[src/rtl/uart_tx_engine.sv]
// rtl/uart_tx_engine.sv - UART transmit engine with holding register, shifter and bit timer
`timescale 1ns/1ps
module uart_tx_engine (
  input  logic        clk,
  input  logic        reset,
  input  logic [7:0]  tdr_i,
  input  logic        tdr_wr_i,
  input  logic [1:0]  data_bits_i,
  input  logic        stop_bits_i,
  input  logic        parity_en_i,
  input  logic        parity_even_i,
  input  logic        break_i,
  input  logic [15:0] divisor_i,
  output logic        tx_o,
  output logic        thr_empty_o,
  output logic        tx_empty_o,
  output logic        tx_done_o,
  output logic        wr_err_o
);

  typedef enum logic [2:0] {IDLE, START, DATA, PARITY, STOP} state_t;

  state_t      state;
  state_t      state_n;

  logic [7:0]  thr_q;
  logic        thr_full;
  logic        wr_err_q;

  logic [7:0]  shift_q;
  logic [2:0]  bit_cnt;
  logic [15:0] timer;
  logic [15:0] lc_div;
  logic [2:0]  lc_last;
  logic        lc_par_en;
  logic        par_bit;
  logic        stop_more;
  logic        tx_q;

  logic        boundary;
  logic        last_stop;
  logic        load;
  logic [15:0] div_in;
  logic [7:0]  data_mask;
  logic        par_calc;

  // A divisor of zero behaves like one clock per bit.
  assign div_in    = (divisor_i == 16'd0) ? 16'd1 : divisor_i;
  // Only the low D bits of the byte take part in the frame and its parity.
  assign data_mask = 8'hFF >> (2'd3 - data_bits_i);
  assign par_calc  = (^(thr_q & data_mask)) ^ ~parity_even_i;

  assign boundary  = (timer == 16'd0);
  assign last_stop = (state == STOP) && boundary && !stop_more;
  // The holding register moves into the shifter whenever a new frame begins.
  assign load      = thr_full && ((state == IDLE) || last_stop);

  // State register.
  always_ff @(posedge clk or posedge reset) begin
    if (reset) state <= IDLE;
    else       state <= state_n;
  end

  // Next-state decode; every state except IDLE advances on a bit boundary.
  always_comb begin
    state_n = state;
    case (state)
      IDLE:    if (thr_full) state_n = START;
      START:   if (boundary) state_n = DATA;
      DATA:    if (boundary && (bit_cnt == lc_last)) state_n = lc_par_en ? PARITY : STOP;
      PARITY:  if (boundary) state_n = STOP;
      STOP:    if (last_stop) state_n = thr_full ? START : IDLE;
      default: state_n = IDLE;
    endcase
  end

  // Holding register: accepts a write when empty or when it is being drained on this edge.
  always_ff @(posedge clk or posedge reset) begin
    if (reset) begin
      thr_q    <= 8'd0;
      thr_full <= 1'b0;
      wr_err_q <= 1'b0;
    end else begin
      wr_err_q <= tdr_wr_i && thr_full && !load;
      if (tdr_wr_i && (!thr_full || load)) begin
        thr_q    <= tdr_i;
        thr_full <= 1'b1;
      end else if (load) begin
        thr_full <= 1'b0;
      end
    end
  end

  // Frame datapath: latches the line settings at frame start, then shifts and times each bit.
  always_ff @(posedge clk or posedge reset) begin
    if (reset) begin
      shift_q   <= 8'd0;
      bit_cnt   <= 3'd0;
      timer     <= 16'd0;
      lc_div    <= 16'd0;
      lc_last   <= 3'd0;
      lc_par_en <= 1'b0;
      par_bit   <= 1'b0;
      stop_more <= 1'b0;
      tx_q      <= 1'b1;
    end else if (load) begin
      shift_q   <= thr_q;
      bit_cnt   <= 3'd0;
      timer     <= div_in - 16'd1;
      lc_div    <= div_in;
      lc_last   <= 3'd4 + {1'b0, data_bits_i};
      lc_par_en <= parity_en_i;
      par_bit   <= par_calc;
      stop_more <= stop_bits_i;
      tx_q      <= 1'b0;
    end else if (state != IDLE) begin
      if (!boundary) begin
        timer <= timer - 16'd1;
      end else begin
        timer <= lc_div - 16'd1;
        case (state)
          START: tx_q <= shift_q[0];
          DATA: begin
            if (bit_cnt == lc_last) begin
              tx_q <= lc_par_en ? par_bit : 1'b1;
            end else begin
              shift_q <= shift_q >> 1;
              bit_cnt <= bit_cnt + 3'd1;
              tx_q    <= shift_q[1];
            end
          end
          PARITY: tx_q <= 1'b1;
          STOP: begin
            stop_more <= 1'b0;
            tx_q      <= 1'b1;
          end
          default: tx_q <= 1'b1;
        endcase
      end
    end
  end

  assign tx_o        = tx_q & ~break_i;
  assign thr_empty_o = ~thr_full;
  assign tx_empty_o  = ~thr_full & (state == IDLE);
  assign tx_done_o   = last_stop;
  assign wr_err_o    = wr_err_q;

endmodule

[config.mk]
export PLATFORM = sky130hd
export DESIGN_NAME = uart_tx_engine
export DESIGN_NICKNAME = d
export VERILOG_FILES = /design/src/rtl/uart_tx_engine.sv
export SDC_FILE = /design/constraint.sdc
export NUM_CORES = 1
export LEC_CHECK = 0
export ABC_AREA = 1
export BUFFER_PORTS_ARGS = -buffer_cell sky130_fd_sc_hd__buf_4
export CORE_ASPECT_RATIO = 0.7
export CORE_UTILIZATION = 50
export DETAILED_ROUTE_END_ITERATION = 6
export GPL_ROUTABILITY_DRIVEN = 1
export PLACE_DENSITY = 0.7
export SKIP_CTS_REPAIR_TIMING = 1
export SLEW_MARGIN = 20
export SYNTH_ARGS = -nofsm -noshare
export SYNTH_HDL_FRONTEND = slang
export SYNTH_SLANG_ARGS = --single-unit
[constraint.sdc]
create_clock -name clk -period 3.2 [get_ports clk]
set_clock_uncertainty 0.1 [all_clocks]
set_input_delay 0.8 -clock clk [delete_from_list [all_inputs] [get_ports clk]]
set_output_delay 0.8 -clock clk [all_outputs]
set_load 0.005 [all_outputs]
==> impl_metrics.env <==
export IMPL_dr_pass1_iters=4
export IMPL_vias=3081
export IMPL_synth_cells_most_frequent="nand2_1, dfrtp_1, inv_1"
export IMPL_die_y_um=73.09
export IMPL_p_total_mw=4.678
export IMPL_hold_class="flip-flop to flip-flop"
export IMPL_rows=25
export IMPL_min_from="lc_div[13]$_DFFE_PP0N_"
export IMPL_worstMarginPinSlew_ns=0.5630
export IMPL_synth_seq_cells=63
export IMPL_dieWidth_um=103.6
export IMPL_cp_end_kind="flip-flop"
export IMPL_wl_per_cell_um=14.23
export IMPL_cap_violations=0
export IMPL_grt_usage=0.2522
export IMPL_hold_viol_final=0
export IMPL_clock_latency_ns=0.34
export IMPL_htree_levels=3
export IMPL_drtAntennaViolNets=0
export IMPL_numPortBuffers=37
export IMPL_startpoint="timer[14]$_DFFE_PP0P_"
export IMPL_clock_sinks=63
export IMPL_cp_start_kind="flip-flop"
export IMPL_ys_flop_type="dfrtp_1"
export IMPL_area_growth_pct=16.98
export IMPL_dp_hpwl_um=6241
export IMPL_path_clk_slew_ns=0.07
export IMPL_min_period_ns=2.727
export IMPL_initial_core_util=0.5269
export IMPL_fillers=613
export IMPL_multi_input_area_sq_um=1764
export IMPL_synth_most_common_cell="nand2_1"
export IMPL_synth_top_cells_by_area="dfrtp_1, nand2_1, o21ai_0"
export IMPL_cts_tree="done"
export IMPL_antenna_found_initial=0
export IMPL_drc=0
export IMPL_yosysTopAreaCell="dfrtp_1"
export IMPL_cp_required_ns=3.33
export IMPL_syn_inst=461
export IMPL_wirelength_um=8583
export IMPL_gp_congestion=0.8940
export IMPL_arrival_ns=2.85
export IMPL_grt_pass1_vias=2931
export IMPL_setup_viol=0
export IMPL_async_flop_share=1.000
export IMPL_slew_viol_final=0
export IMPL_syn_nets=496
export IMPL_post_route_period_util=0.8521
export IMPL_criticalPathCategory="flip-flop to flip-flop"
export IMPL_ir_drop_mv=0.4620
export IMPL_die_area_sq_um=7569
export IMPL_grt_max_degree=29
export IMPL_grt_pass1_wl_um=14500
export IMPL_diodes=0
export IMPL_powerDensity_nw_per_um2=1108
export IMPL_netlist_area_leader_share=0.4298
export IMPL_core_area_sq_um=6850
export IMPL_synth_edf_count=0
export IMPL_relSlewSlack=0.6241
export IMPL_reg2reg_from="timer[14]$_DFFE_PP0P_"
export IMPL_avgSynthCellArea_sq_um=7.830
export IMPL_ys_types=38
export IMPL_viasPerCell=5.109
export IMPL_ios=38
export IMPL_regArea_sq_um=1578
export IMPL_cts_buffers=9
export IMPL_outcome="complete, no violations"
export IMPL_nets=540
export IMPL_fmax_ghz=0.3668
export IMPL_drtIter0Drc=192
export IMPL_final_layout_size_suffix_gt1_frac=0.2338
export IMPL_critical_path_max_fanout=13
export IMPL_yosysWarnings=0
export IMPL_clockBufferDepth=2
export IMPL_synth_area_sq_um=3610
export IMPL_synth_seq_area_share=0.4371
export IMPL_p_leak_nw=2.099
export IMPL_cts_root_buffer="clkbuf_8"
export IMPL_fin_tns_setup_ns=0
export IMPL_rsz0062_at_grt="false"
export IMPL_grt_ovfl_total=0
[where the power goes]
| part | switching [mW] | total (mW) | internal, mW |
|---|---|---|---|
| sequential | 0.251 | 1.45 | 1.20 |
| combinational | 1.59 | 2.47 | 0.881 |
| clock | 0.305 | 0.759 | 0.453 |
[cells in the final DEF, fill, tap and decap left out, types with 2 or more instances in the layout]
| master | instances |
|---|---|
| nand2_2 | 16 |
| nand3_2 | 2 |
| nor4_1 | 2 |
| inv_1 | 45 |
| o21ai_0 | 35 |
| dfrtp_1 | 62 |
| clkbuf_8 | 10 |
| o21ai_1 | 4 |
| inv_2 | 8 |
| xnor2_1 | 6 |
| a21oi_1 | 7 |
| nand4_1 | 2 |
| xor2_1 | 7 |
| buf_4 | 47 |
| ha_1 | 2 |
| a31o_2 | 2 |
| clkinv_2 | 2 |
| nand2_4 | 4 |
| nor2_4 | 8 |
| nor2_2 | 7 |
| nand2_1 | 121 |
| nand3_1 | 33 |
| mux2_2 | 7 |
| bufinv_16 | 2 |
| o21bai_1 | 7 |
| nor2_1 | 41 |
| a31oi_1 | 7 |
[cell type report]
class	count	share of cell area
clock inverters	4	0.01659
flip-flops and latches	63	0.3736
repair buffers	47	0.08356
well taps	94	0.02785
clock buffers	11	0.03348
inverters	53	0.04711
multi-input cells	331	0.4178
[kinds of logic (layout without fill, tap and decap cells)]
kind of cell	count (synthesis)	after routing	synth area share
AOI/OAI and AO/OA	67	67	0.1061
xor gates and xnor gates	13	13	0.03154
adders and majority gates	2	2	0.006931
buffers and inverters	67	115	0.07418
DFF	63	63	0.4371
muxes	7	7	0.02184
and+or+nand+nor	242	242	0.3224
[critical path: stages (launching register included)]
cell,delay (ns)
dfrtp_1,0.40
nor2_1,0.19
nand2_1,0.13
nor2_4,0.19
nand4_4,0.12
nand2_4,0.09
nand2_4,0.13
o21ai_0,0.13
nand2_1,0.10
inv_1,0.12
ha_1,0.20
nand3_2,0.11
nor2_4,0.15
nand2_2,0.09
nor2_4,0.14
nand3_1,0.10
nand3_1,0.09
nand2_1,0.05
[flip-flops by register name (all words and copies together), names as in the netlist, 3 cells and up]
signal   cells
lc_div      16
timer       16
shift_q      8
thr_q        8
bit_cnt      3
lc_last      3
state        3
[layer usage]
metal	GRT usage	part of all wire	vias up
li1	-	-	1561
met1	0.3699	0.49	1419
met2	0.3617	0.43	99
met3	0.07946	0.079	2
met4	0.05797	0.0031	0
met5	0	0	-
[metrics by stage]
stage	setup WS, ns	cell area [sq um]	std cells	utilization	hold WS [ns]
floorplan	0.7319	3610	461	-	0.3422
global placement	0.5473	4011	588	0.5856	0.3562
detailed placement	0.5089	4011	588	0.5856	0.3647
CTS	0.4870	4223	603	0.6164	0.3814
global route	0.2324	4223	603	0.6164	0.4077
finish	0.4733	4223	603	0.6164	0.3779
[path summary, 6_finish.rpt]
kind | cells past startpoint | end | slack [ns]
hold / removal | 2 | lc_div[13]$_DFFE_PP0N_ | 0.38
setup / recovery | 17 | timer[14]$_DFFE_PP0P_ | 0.47
hold reg to reg | 2 | lc_div[13]$_DFFE_PP0N_ | 0.38
setup reg to reg | 17 | timer[14]$_DFFE_PP0P_ | 0.47
max in group asynchronous | 3 | tx_q$_DFFE_PP1P_ | 1.84
min in group asynchronous | 2 | lc_div[13]$_DFFE_PP0N_ | 0.42
No activity file was read; power rests on OpenSTA's default activity.
